<file path="config.mk">
export PLATFORM = sky130hd
export DESIGN_NAME = prince_round_ctrl
export DESIGN_NICKNAME = d
export VERILOG_FILES = /design/src/rtl/prince_pkg.sv /design/src/rtl/prince_round_cnt.sv /design/src/rtl/prince_round_ctrl.sv
export SDC_FILE = /design/constraint.sdc
export NUM_CORES = 1
export LEC_CHECK = 0
export ABC_AREA = 1
export CAP_MARGIN = 20
export CORE_AREA = 5 5 42 44
export CTS_CLUSTER_DIAMETER = 150
export DETAILED_ROUTE_END_ITERATION = 12
export DIE_AREA = 0 0 47 49
export GPL_ROUTABILITY_DRIVEN = 0
export GPL_TIMING_DRIVEN = 1
export PLACE_DENSITY = 0.73
export SYNTH_ARGS = -nofsm -noshare
export SYNTH_HDL_FRONTEND = slang
export SYNTH_SLANG_ARGS = --single-unit
</file>
<file path="constraint.sdc">
create_clock -name clk -period 3.25 [get_ports clk]
set_clock_uncertainty 0.2 [all_clocks]
set_input_delay 0.65 -clock clk [delete_from_list [all_inputs] [get_ports clk]]
set_output_delay 0.65 -clock clk [all_outputs]
set_load 0.02 [all_outputs]
</file>
<file path="src/rtl/prince_pkg.sv">
// prince_pkg: phase codes, round-constant indices and latency limits shared by the PRINCE round controller.
package prince_pkg;
   localparam logic [2:0] PH_IDLE = 3'd0;
   localparam logic [2:0] PH_LOAD = 3'd1;
   localparam logic [2:0] PH_FWD  = 3'd2;
   localparam logic [2:0] PH_MID  = 3'd3;
   localparam logic [2:0] PH_BWD  = 3'd4;
   localparam logic [2:0] PH_FIN  = 3'd5;
   localparam logic [2:0] PH_DONE = 3'd6;
   localparam int SEL_LOAD = 2;
   localparam int SEL_FWD0 = 3;
   localparam int SEL_BWD0 = 8;
   localparam int SEL_FIN = 13;
   localparam int NUM_HALF_ROUNDS = 5;
   localparam int ROUND_LAT_MIN = 1;
   localparam int ROUND_LAT_MAX = 8;
   function automatic bit round_lat_ok(input int lat);
      return lat >= ROUND_LAT_MIN && lat <= ROUND_LAT_MAX;
   endfunction
endpackage

</file>
<file path="src/rtl/prince_round_cnt.sv">
// prince_round_cnt: per-round cycle counter and half-round counter with round/half boundary flags.
module prince_round_cnt
   import prince_pkg::*;
#(
   parameter int ROUND_LAT = 1
) (
   input  logic       clk,
   input  logic       rst_n,
   input  logic       en,
   input  logic       mid,
   output logic [2:0] round,
   output logic       round_end,
   output logic       half_end
);
   localparam int CW = ROUND_LAT > 1 ? $clog2(ROUND_LAT) : 1;
   logic [CW-1:0] cyc;
   assign round_end = en && cyc == CW'(ROUND_LAT - 1);
   assign half_end = round_end && round == 3'(NUM_HALF_ROUNDS - 1);
   // The middle layer is a single round, so its boundary also restarts the round count for BWD.
   always_ff @(posedge clk or negedge rst_n) begin
      if (!rst_n) begin
         cyc <= '0;
         round <= '0;
      end else if (round_end) begin
         cyc <= '0;
         round <= (half_end || mid) ? 3'd0 : round + 3'd1;
      end else if (en) begin
         cyc <= cyc + CW'(1);
      end
   end
endmodule

</file>
<file path="src/rtl/prince_round_ctrl.sv">
// prince_round_ctrl: round sequencer driving round-constant select, mode and state strobes of the PRINCE core.
module prince_round_ctrl
   import prince_pkg::*;
#(
   parameter int ROUND_LAT = 1,
   parameter int SEL_W = 4
) (
   input  logic             clk,
   input  logic             rst_n,
   input  logic             start,
   input  logic             enc_dec_in,
   output logic             ready,
   output logic             busy,
   output logic             done,
   output logic [SEL_W-1:0] sel,
   output logic             enc_dec,
   output logic             load,
   output logic             rnd_en,
   output logic [2:0]       phase,
   output logic             last
);
   if (!round_lat_ok(ROUND_LAT)) begin : g_lat_bad
      $error("prince_round_ctrl: ROUND_LAT out of range");
   end
   logic [2:0] state, state_n;
   logic [2:0] round;
   logic round_end, half_end, cnt_en;
   assign cnt_en = state == PH_FWD || state == PH_MID || state == PH_BWD;
   prince_round_cnt #(.ROUND_LAT(ROUND_LAT)) u_cnt (
      .clk(clk),
      .rst_n(rst_n),
      .en(cnt_en),
      .mid(state == PH_MID),
      .round(round),
      .round_end(round_end),
      .half_end(half_end)
   );
   always_comb begin
      state_n = state;
      case (state)
         PH_IDLE: state_n = start ? PH_LOAD : PH_IDLE;
         PH_LOAD: state_n = PH_FWD;
         PH_FWD:  state_n = half_end ? PH_MID : PH_FWD;
         PH_MID:  state_n = round_end ? PH_BWD : PH_MID;
         PH_BWD:  state_n = half_end ? PH_FIN : PH_BWD;
         PH_FIN:  state_n = PH_DONE;
         default: state_n = PH_IDLE;
      endcase
   end
   always_ff @(posedge clk or negedge rst_n) begin
      if (!rst_n) begin
         state <= PH_IDLE;
         enc_dec <= 1'b0;
      end else begin
         state <= state_n;
         if (state == PH_IDLE && start) enc_dec <= enc_dec_in;
      end
   end
   // Every output is decoded from registered state; start never reaches an output combinationally.
   assign ready = state == PH_IDLE;
   assign busy = state >= PH_LOAD && state <= PH_FIN;
   assign done = state == PH_DONE;
   assign load = state == PH_LOAD;
   assign last = state == PH_FIN;
   assign phase = state;
   assign rnd_en = load || last || round_end;
   assign sel = load ? SEL_W'(SEL_LOAD) :
                state == PH_FWD ? SEL_W'(SEL_FWD0) + SEL_W'(round) :
                state == PH_BWD ? SEL_W'(SEL_BWD0) + SEL_W'(round) :
                last ? SEL_W'(SEL_FIN) : '0;
endmodule

</file>
==> impl_results.html <==
<table>
<tr><th>Metric</th><th>Value</th></tr>
<tr><th colspan="2">STA</th></tr>
<tr><td>Final Hold Fails</td><td>0</td></tr>
<tr><td>Transition time at the pin with the least slew margin</td><td>0.407 ns</td></tr>
<tr><td>Top achievable clock speed</td><td>353 MHz</td></tr>
<tr><td>Least setup slack across all paths after layout</td><td>0.414 ns</td></tr>
<tr><td>Setup Viol. Count Final</td><td>0</td></tr>
<tr><td>Share of the clock period used by the worst path after layout</td><td>87.3%</td></tr>
<tr><td>Worst-case hold slack</td><td>0.271 ns</td></tr>
<tr><td>Fin crit period</td><td>2.84 ns</td></tr>
<tr><td>Slew Limit Fails</td><td>0</td></tr>
<tr><td>RSZ-0062 raised after global routing</td><td>false</td></tr>
<tr><td>Setup TNS</td><td>0 ns</td></tr>
<tr><td>Worst slew slack as a fraction of its limit</td><td>72.9%</td></tr>
<tr><th colspan="2">Power</th></tr>
<tr><td>Fraction of power consumed by sequential logic</td><td>24.8%</td></tr>
<tr><td>Net load switching power</td><td>0.423 mW</td></tr>
<tr><td>Reported leakage power</td><td>0.352 nW</td></tr>
<tr><td>Part of the total power dissipated in combinational logic</td><td>66.1%</td></tr>
<tr><td>Switching share of power</td><td>49.3%</td></tr>
<tr><td>Part of the power in the clock network</td><td>9.1%</td></tr>
<tr><td>Cell Pwr Density</td><td>1160 mW/mm^2</td></tr>
<tr><td>Int Pwr</td><td>0.435 mW</td></tr>
<tr><td>Peak supply drop</td><td>593 uV</td></tr>
<tr><th colspan="2">CTS</th></tr>
<tr><td>CTS H-tree lvls</td><td>1</td></tr>
<tr><td>Clock input transition at the sequential cells of the worst setup and hold paths</td><td>0.06 ns</td></tr>
<tr><td>Number of buffers on the longest clock path</td><td>2</td></tr>
<tr><td>Hold buffer count at CTS</td><td>0</td></tr>
<tr><td>Cell at the root of the clock tree</td><td>clkbuf_4</td></tr>
<tr><td>Cells resized by post-CTS repair</td><td>0</td></tr>
<tr><td>CTS Buf Count</td><td>3</td></tr>
<tr><td>Number of sinks handled by clock tree synthesis</td><td>8</td></tr>
<tr><td>Post-CTS setup repair buffer count</td><td>0</td></tr>
<tr><td>Worst-Skew Late Latency</td><td>0.26 ns</td></tr>
<tr><td>CTS tree</td><td>built</td></tr>
<tr><th colspan="2">Setup path</th></tr>
<tr><td>Required time at the endpoint of the critical path</td><td>2.40 ns</td></tr>
<tr><td>Kind of end point of the critical path</td><td>primary output</td></tr>
<tr><td>Kind of start point of the critical path</td><td>flop</td></tr>
<tr><td>Worst reg2reg endpoint</td><td>u_cnt.round[2]$_DFFE_PN0P_</td></tr>
<tr><td>Worst R2R Path Depth</td><td>6</td></tr>
<tr><td>Internal reg-to-reg setup slack</td><td>1.78 ns</td></tr>
<tr><td>Destination of the critical timing path</td><td>sel[2]</td></tr>
<tr><td>Arrival time reported for the critical path endpoint</td><td>1.99 ns</td></tr>
<tr><td>Cell with the largest stage delay on the worst path</td><td>clkdlybuf4s50_1</td></tr>
<tr><td>Buffers and inverters on the worst path</td><td>2</td></tr>
<tr><td>Longest individual stage delay on the worst path</td><td>0.63 ns</td></tr>
<tr><td>Crit-path cells</td><td>inv_1, ha_1, xor2_1, o22ai_1, clkdlybuf4s50_1</td></tr>
<tr><td>Critical setup path kind</td><td>reg -&gt; out</td></tr>
<tr><td>Largest delay share family, worst path</td><td>buffers and inverters</td></tr>
<tr><td>Startpoint of the most critical register-to-register path</td><td>phase[1]$_DFF_PN0_</td></tr>
<tr><td>Timing startpoint of the critical path</td><td>u_cnt.round[0]$_DFFE_PN0P_</td></tr>
<tr><td>Highest fanout seen on the critical path</td><td>6</td></tr>
<tr><td>Critical path depth</td><td>5</td></tr>
<tr><th colspan="2">Synth</th></tr>
<tr><td>Share of synthesized flip-flops with an asynchronous set or reset</td><td>100%</td></tr>
<tr><td>Flip-flop and latch count after synthesis</td><td>8</td></tr>
<tr><td>Top cells by count, synth</td><td>15 x nand2_1, 8 x dfrtp_1, 5 x inv_1, 5 x nand4_1, 4 x inv_2</td></tr>
<tr><td>Fraction of synthesized cell area taken by the top area cell type</td><td>36.8%</td></tr>
<tr><td>Xor and xnor fraction of the mapped netlist area</td><td>3.22%</td></tr>
<tr><td>Synthesized-area fraction occupied by ao, oa, aoi and oai cells</td><td>10.6%</td></tr>
<tr><td>Dominant combinational cell family by area after synthesis</td><td>simple AND/OR/NAND/NOR gates</td></tr>
<tr><td>Post-synthesis average cell area</td><td>8.12 um^2</td></tr>
<tr><td>Synth warnings</td><td>0</td></tr>
<tr><td>Fraction of the mapped netlist area in adder cells</td><td>6.90%</td></tr>
<tr><td>Post-synth EDFFs</td><td>0</td></tr>
<tr><td>Portion of netlist area occupied by mux cells</td><td>0%</td></tr>
<tr><td>Dominant register cell in the synthesized netlist</td><td>dfrtp_1</td></tr>
<tr><td>Fraction of the mapped netlist area in simple logic gates</td><td>33.3%</td></tr>
<tr><td>Yosys cell types</td><td>24</td></tr>
<tr><td>Sequential share of the synthesized area</td><td>36.8%</td></tr>
<tr><td>Yosys top cell by area</td><td>dfrtp_1</td></tr>
<tr><td>Top cells by area, synth</td><td>dfrtp_1 37%, nand2_1 10%, ha_1 6.9%</td></tr>
<tr><td>Synthesized Nets</td><td>74</td></tr>
<tr><td>Synthesized netlist cell count</td><td>67</td></tr>
<tr><td>Post-Synthesis Cell Area</td><td>544 um^2</td></tr>
<tr><td>Dominant cell by count in the synthesized netlist</td><td>nand2_1</td></tr>
<tr><th colspan="2">Final layout</th></tr>
<tr><td>Final net count</td><td>94</td></tr>
<tr><td>Layout area overhead</td><td>36.1%</td></tr>
<tr><td>Layout cell share with drive strength beyond 1</td><td>17.6%</td></tr>
<tr><td>Final-layout fill cell count</td><td>138</td></tr>
<tr><td>Antenna diode count</td><td>0</td></tr>
<tr><th colspan="2">GRT</th></tr>
<tr><td>Global router's overall resource usage</td><td>12.6%</td></tr>
<tr><td>Pin count of the biggest net entering global routing</td><td>11</td></tr>
<tr><td>Global-route wire length before repair</td><td>2070 um</td></tr>
<tr><td>Number of antenna violations at the first check in global routing</td><td>0</td></tr>
<tr><td>Via count of the first global-routing pass</td><td>490</td></tr>
<tr><td>Global-route congestion overflow total</td><td>0</td></tr>
<tr><th colspan="2">Floorplanning</th></tr>
<tr><td>Floorplan die width</td><td>47 um</td></tr>
<tr><td>Die outline area</td><td>0.00230 mm^2</td></tr>
<tr><td>Core Rows</td><td>14</td></tr>
<tr><td>Initial standard-cell utilization of the core</td><td>38.8%</td></tr>
<tr><td>Placeable Area</td><td>0.00140 mm^2</td></tr>
<tr><td>Vert. Die Dim</td><td>49 um</td></tr>
<tr><td>Boundary Pins</td><td>18</td></tr>
<tr><th colspan="2">Min path</th></tr>
<tr><td>Class of the tightest hold or removal check</td><td>reg -&gt; reg</td></tr>
<tr><th colspan="2">Placed design</th></tr>
<tr><td>Port Buffer Count</td><td>17</td></tr>
<tr><td>Setup Slack @ Placement</td><td>0.710 ns</td></tr>
<tr><td>Final HPWL DP</td><td>966 um</td></tr>
<tr><th colspan="2">Run status</th></tr>
<tr><td>Outcome</td><td>finished clean</td></tr>
<tr><th colspan="2">Detailed routing</th></tr>
<tr><td>Vias per cell</td><td>5.27</td></tr>
<tr><td>Vias after detailed routing</td><td>532</td></tr>
<tr><td>Count of nets left with antenna violations after detail routing</td><td>0</td></tr>
<tr><td>Routed length per instance</td><td>12.4 um</td></tr>
<tr><td>DR DRC count</td><td>0</td></tr>
<tr><td>Final WL</td><td>1250 um</td></tr>
<tr><td>1st-iter DRT viols</td><td>18</td></tr>
<tr><td>TritonRoute pass-1 iters</td><td>4</td></tr>
<tr><th colspan="2">Job</th></tr>
<tr><td>Max-cap check violation count</td><td>0</td></tr>
</table>
through the flow:
step	instance area (um^2)	total power, mW	cells	utilization [%]
6_report	741	0.858	101	52.9
5_1_grt	741	0.929	101	52.9
4_1_cts	741	0.864	101	52.9
3_5_place_dp	718	0.781	98	51.2
3_3_place_gp	718	0.774	98	51.2
2_1_floorplan	544	0.567	67	-
kinds of logic (layout without fill, tap and decap cells):
| family | count (synthesis) | after routing |
|---|---|---|
| AO/OA/AOI/OAI | 8 | 8 |
| adder cells (fa/ha/maj) | 3 | 3 |
| flip-flops | 8 | 8 |
| AND/OR/NAND/NOR | 35 | 35 |
| XOR/XNOR | 2 | 2 |
| buffers and inverters | 11 | 29 |
registers in the layout (all words and copies together), names as in the netlist:
name         flops
u_cnt.cyc        1
enc_dec          1
phase            3
u_cnt.round      3
tightest hold or removal path: stages, from the launching register on:
cell and delay, ns:
dfrtp_1 0.34, nand2_1 0.05, nand2_1 0.05
cell usage in the layout, fill, tap and decap left out:
master	n
nand2_1	15
dfrtp_1	8
o221ai_1	1
o21ai_0	1
nor2_2	2
clkdlybuf4s50_1	17
ha_1	3
nand4_1	5
nand3_2	1
and3_1	1
o21ai_1	2
nand2_2	2
clkbuf_4	3
nor2_1	3
inv_2	4
a21oi_4	1
nand3_1	3
nor3_2	1
xor2_1	2
o22ai_1	2
nor3_1	1
a21oi_1	1
nor2_4	1
inv_1	5
power groups by stage:
| stage | logic, mW | registers (mW) | clock network [mW] |
|---|---|---|---|
| 2_1_floorplan | 0.361 | 0.206 | 0 |
| 3_3_place_gp | 0.561 | 0.213 | 0 |
| 3_5_place_dp | 0.567 | 0.214 | 0 |
| 4_1_cts | 0.570 | 0.212 | 0.0812 |
| 5_1_grt | 0.620 | 0.222 | 0.0867 |
| 6_report | 0.567 | 0.213 | 0.0780 |
worst min-delay path by stage:
stage | from | end | slack (ns) | cells past startpoint
global placement | enc_dec$_DFFE_PN0P_ | enc_dec$_DFFE_PN0P_ | 0.26 | 2
finish | enc_dec$_DFFE_PN0P_ | enc_dec$_DFFE_PN0P_ | 0.27 | 2
global route | enc_dec$_DFFE_PN0P_ | enc_dec$_DFFE_PN0P_ | 0.32 | 2
CTS | enc_dec$_DFFE_PN0P_ | enc_dec$_DFFE_PN0P_ | 0.28 | 2
detailed placement | enc_dec$_DFFE_PN0P_ | enc_dec$_DFFE_PN0P_ | 0.27 | 2
floorplan | rst_n | enc_dec$_DFFE_PN0P_ | 0.15 | 0
area by class of cell:
type	count	area, um^2	area share (%)
repair buffers	17	170	23.0
well taps	16	20.0	2.70
inverters	9	33.8	4.56
clock buffers	3	22.5	3.04
multi-input cells	48	294	39.7
flip-flops and latches	8	200	27.0
metal layers:
metal  global-route usage, %  share of wire (%)  up-vias  wire, um
met5                       0                  0        -         0
met4                    8.76                3.4        0        42
met3                    4.43                9.9        8       124
met2                    16.3                 45       28       567
met1                    16.8                 41      238       514
li1                        -                  -      258         -
Note: power is estimated with default switching activity, not from simulation.
